===== config.mk =====
export PLATFORM = sky130hd
export DESIGN_NAME = if_id_skid_buffer
export DESIGN_NICKNAME = d
export VERILOG_FILES = /design/src/rtl/if_id_skid_buffer.sv
export SDC_FILE = /design/constraint.sdc
export NUM_CORES = 1
export LEC_CHECK = 0
export BUFFER_PORTS_ARGS = -buffer_cell sky130_fd_sc_hd__buf_2
export CAP_MARGIN = 20
export CORE_UTILIZATION = 55
export DETAILED_ROUTE_END_ITERATION = 16
export GPL_ROUTABILITY_DRIVEN = 0
export GPL_TIMING_DRIVEN = 0
export PLACE_DENSITY = 0.89
export RECOVER_POWER = 100
export SETUP_SLACK_MARGIN = 0.1
export SLEW_MARGIN = 10
export SYNTH_ARGS = -nofsm -noshare
export SYNTH_HDL_FRONTEND = slang
export SYNTH_SLANG_ARGS = --single-unit

===== constraint.sdc =====
create_clock -name clock -period 11.2 [get_ports clock]
set_input_delay 1.12 -clock clock [delete_from_list [all_inputs] [get_ports clock]]
set_output_delay 1.12 -clock clock [all_outputs]
set_load 0.05 [all_outputs]

===== src/rtl/if_id_skid_buffer.sv =====
// Two-entry IF/ID pipeline buffer: a head register feeding decode plus a skid register.
// in_ready depends only on registered state, so there is no combinational path from out_ready.
module if_id_skid_buffer #(
    parameter int DATA_WIDTH = 32,
    parameter int ADDR_WIDTH = 32
) (
    input  logic                  clock,
    input  logic                  reset,
    input  logic                  in_valid,
    output logic                  in_ready,
    input  logic [ADDR_WIDTH-1:0] in_pc,
    input  logic [DATA_WIDTH-1:0] in_instr,
    input  logic                  flush,
    output logic                  out_valid,
    input  logic                  out_ready,
    output logic [ADDR_WIDTH-1:0] out_pc,
    output logic [DATA_WIDTH-1:0] out_instr,
    output logic [1:0]            occupancy
);

    // The encoding equals the entry count, so occupancy doubles as the visible FSM state.
    typedef enum logic [1:0] {
        EMPTY = 2'd0,
        ONE   = 2'd1,
        TWO   = 2'd2
    } state_t;

    state_t                state_q, state_d;
    logic [ADDR_WIDTH-1:0] head_pc_q, head_pc_d;
    logic [DATA_WIDTH-1:0] head_instr_q, head_instr_d;
    logic [ADDR_WIDTH-1:0] skid_pc_q, skid_pc_d;
    logic [DATA_WIDTH-1:0] skid_instr_q, skid_instr_d;
    logic                  push;
    logic                  pop;

    always_ff @(posedge clock or posedge reset) begin
        if (reset) begin
            state_q      <= EMPTY;
            head_pc_q    <= '0;
            head_instr_q <= '0;
            skid_pc_q    <= '0;
            skid_instr_q <= '0;
        end else begin
            state_q      <= state_d;
            head_pc_q    <= head_pc_d;
            head_instr_q <= head_instr_d;
            skid_pc_q    <= skid_pc_d;
            skid_instr_q <= skid_instr_d;
        end
    end

    always_comb begin
        state_d      = state_q;
        head_pc_d    = head_pc_q;
        head_instr_d = head_instr_q;
        skid_pc_d    = skid_pc_q;
        skid_instr_d = skid_instr_q;
        in_ready     = (state_q != TWO);
        out_valid    = (state_q == ONE) || (state_q == TWO);
        push         = in_valid && in_ready;
        pop          = out_valid && out_ready;

        if (flush) begin
            // Data registers are left as-is; only validity is tracked by state.
            state_d = EMPTY;
        end else begin
            unique case (state_q)
                EMPTY: begin
                    if (push) begin
                        state_d      = ONE;
                        head_pc_d    = in_pc;
                        head_instr_d = in_instr;
                    end
                end
                ONE: begin
                    if (push && pop) begin
                        head_pc_d    = in_pc;
                        head_instr_d = in_instr;
                    end else if (push) begin
                        state_d      = TWO;
                        skid_pc_d    = in_pc;
                        skid_instr_d = in_instr;
                    end else if (pop) begin
                        state_d = EMPTY;
                    end
                end
                TWO: begin
                    if (pop) begin
                        state_d      = ONE;
                        head_pc_d    = skid_pc_q;
                        head_instr_d = skid_instr_q;
                    end
                end
                default: state_d = EMPTY;
            endcase
        end
    end

    assign out_pc    = head_pc_q;
    assign out_instr = head_instr_q;
    assign occupancy = state_q;

endmodule

==> run_results.csv <==
group,metric,value,unit
logic_synthesis,synth_mux_area_frac,0.398,
pwr,power_frac_seq,0.349,
final_layout,multi_input_area,2350,um^2
pwr,power_frac_comb,0.418,
logic_synthesis,synth-edff-count,0,
die,die_height,106,um
final_layout,fin_nets,600,
setup_path,startpoint_type,"input port",
logic_synthesis,avgSynthCellArea,16.1,um^2
status,violations,"max-capacitance violations, max-slew violations",
setup_path,worstPathArrival,5.49,ns
status,status,"finished, violations left",
logic_synthesis,yosys.area_share.adder,0.00835,
min_path,min-delay-path-class,"reg2reg",
grt,gr-usage-met3,0.0730,
final_layout,area_growth,18.1,%
clock_network,hold_buffers,0,
final_layout,layout-drive-gt1-share,0.443,
setup_path,slowest_stage,"clkbuf_1",
logic_synthesis,synthSimpleGateAreaFrac,0.0136,
clock_network,clk_latency,0.51,ns
sta,min_period,5.82,ns
detailed_routing,drt_iter0_drc,120,
clock_network,ctsResizeCount,0,
die,ioPinCount,137,
setup_path,crit_chain,"buf_2 -> clkinvlp_2 -> clkbuf_1",
clock_network,clock_sinks,130,
pwr,clkPwrFrac,0.233,
logic_synthesis,synth-async-reset-ratio,1.00,
setup_path,path_class,"in2async",
clock_network,clk_pin_slew,0.06,ns
sta,worst_pin_slew,4.04,ns
logic_synthesis,synth_nets,444,
clock_network,cts-htree-levels,4,
sta,slew_headroom,-1.69,
grt,grt_pass1_wl,20.3,mm
logic_synthesis,yosys.area.top_type,"dfrtp_1",
logic_synthesis,synth_compound_area_frac,0.0100,
sta,post-route-period-util,0.519,
die,fp.coreArea,10500,um^2
final_layout,fillers,830,
logic_synthesis,synth_top_family_by_area,"multiplexers",
clock_network,clk_path_buf_depth,2,
pwr,power.density,340,nW/um^2
pwr,leakage,0.00314,uW
min_path,hold_path.startpoint,"out_instr[16]",
grt,globalRouteTotalUtil,0.240,
place,io_buffers,136,
grt,met1_usage,0.290,
clock_network,cts_setup_buffers,0,
pwr,switching_share,0.422,
sta,finalHoldViolCount,0,
grt,grt_use_met2,0.403,
sta,clock_skew,0.00706,ns
logic_synthesis,synth_cell_type_count,22,
die,die_area,11300,um^2
logic_synthesis,synth_seq_cells,130,
die,die_w,106,um
logic_synthesis,syn_inst,371,
detailed_routing,first_pass_iters,4,
setup_path,r2r-start,"occupancy[1]",
sta,final.setup.tns,0,ns
setup_path,worstSetupEndpointType,"async pin",
die,num_rows,37,
pwr,p_int,1390,uW
logic_synthesis,synthTopCellsByArea,"dfrtp_1, mux2_2, mux2_4",
clock_network,cts-buffers-inserted,17,
pwr,ir_drop,0.000217,V
detailed_routing,wl_per_cell,18.5,um
grt,grt_pass1_vias,4054,
sta,whs,0.488,ns
logic_synthesis,ys_seq_area_frac,0.543,
setup_path,setup.worst_path.start,"reset",
setup_path,crit_fanout,78,
final_layout,layout_commonest_cell,"mux2_2",
final_layout,n_antenna_cell,0,
pwr,p_switching,1010,uW
place,hpwl,8.72,mm
job,drv_cap,2,
detailed_routing,vias,3648,
detailed_routing,antenna_left,0,
grt,overflow,0,
sta,clock.fmax,0.172,GHz
die,start_util,0.573,
setup_path,max_stage_delay,2.91,ns
logic_synthesis,synth_ff_type,"dfrtp_1",
final_layout,layout_common_cells,"mux2_2, dfrtp_1, clkbuf_1, buf_2, mux2_1",
logic_synthesis,synth_xor_area_frac,0,
sta,maxSlewViolCount,133,
detailed_routing,drc,0,
detailed_routing,via_per_inst,5.40,
logic_synthesis,synth_area,5990,um^2
grt,busiest_layer,"met2",
logic_synthesis,synth_top_area_frac,0.543,
logic_synthesis,yosys_warnings,0,
sta,finalSetupViolCount,0,
setup_path,cp.required,10.88,ns
sta,rsz0062_at_grt,"false",
detailed_routing,drt_wl_total,12.5,mm
clock_network,clock-root-buffer,"clkbuf_8",
grt,antenna_found_initial,0,
final_layout,register_area,3250,um^2
grt,grt_max_degree,79,
clock_network,cts_tree,"done",
kinds of logic (layout without fill, tap and decap cells):
kind of cell	count (synthesis)	after routing
multiplexers	192	192
flip-flops	130	130
buffers and inverters	26	194
AND/OR/NAND/NOR	12	12
AO/OA/AOI/OAI	7	7
adder cells (fa/ha/maj)	4	4
per-layer routing:
metal	part of all wire	vias up
met1	0.42	1845
met2	0.50	130
met5	0	-
met4	0.020	0
met3	0.058	27
li1	-	1646
cells in the mapped netlist (2+ instances only):
cell,number
nor2b_1,2
dfrtp_1,130
buf_6,6
mux2_2,132
nand2_1,4
mux2_4,60
inv_1,5
ha_1,4
buf_2,13
nor2_1,2
clkbuf_1,2
final timing paths:
kind,end,slack (ns),depth (start not counted)
min in group asynchronous,skid_pc_q[7],1.21,2
max reg2reg,skid_instr_q[4],8.50,7
max in group clock,in_ready,8.18,5
min,out_instr[16],0.49,1
max,out_pc[20],5.38,3
min reg2reg,out_instr[16],0.49,1
worst max-delay path, delay by kind of cell:
family / cells / cell delay (ns)
buffers and inverters: 3 / 4.30
power by group through the flow:
| stage | logic, uW | clock network (uW) | registers (uW) |
|---|---|---|---|
| 2_1_floorplan | 521 | 0 | 1240 |
| 3_3_place_gp | 1150 | 0 | 817 |
| 3_5_place_dp | 1180 | 0 | 840 |
| 4_1_cts | 1190 | 572 | 839 |
| 5_1_grt | 1060 | 589 | 865 |
| 6_report | 1000 | 559 | 840 |
metrics by stage:
stage | util | cells | instance area, um^2 | setup WS, ns | total power (uW)
3_5_place_dp | 0.657 | 644 | 6870 | 8.59 | 2020
5_1_grt | 0.676 | 675 | 7070 | 4.23 | 2510
6_report | 0.676 | 675 | 7070 | 5.38 | 2400
4_1_cts | 0.714 | 675 | 7470 | 8.33 | 2600
3_3_place_gp | 0.654 | 643 | 6840 | 5.33 | 1970
2_1_floorplan | - | 371 | 5990 | 6.61 | 1760
state kept, by name, summed over array words and instances (netlist names):
name / flops
skid_instr_q: 32
occupancy: 2
out_pc: 32
skid_pc_q: 32
out_instr: 32
final cells by class:
| type | instances | share of cell area |
|---|---|---|
| buffer | 21 | 0.0120 |
| clock buffer | 21 | 0.0621 |
| clock inverter | 10 | 0.0225 |
| inverter | 5 | 0.00283 |
| multi-input combinational | 215 | 0.332 |
| sequential | 130 | 0.460 |
| tap | 136 | 0.0241 |
| timing repair buffer | 137 | 0.0847 |
(Power assumes the default switching activity.)
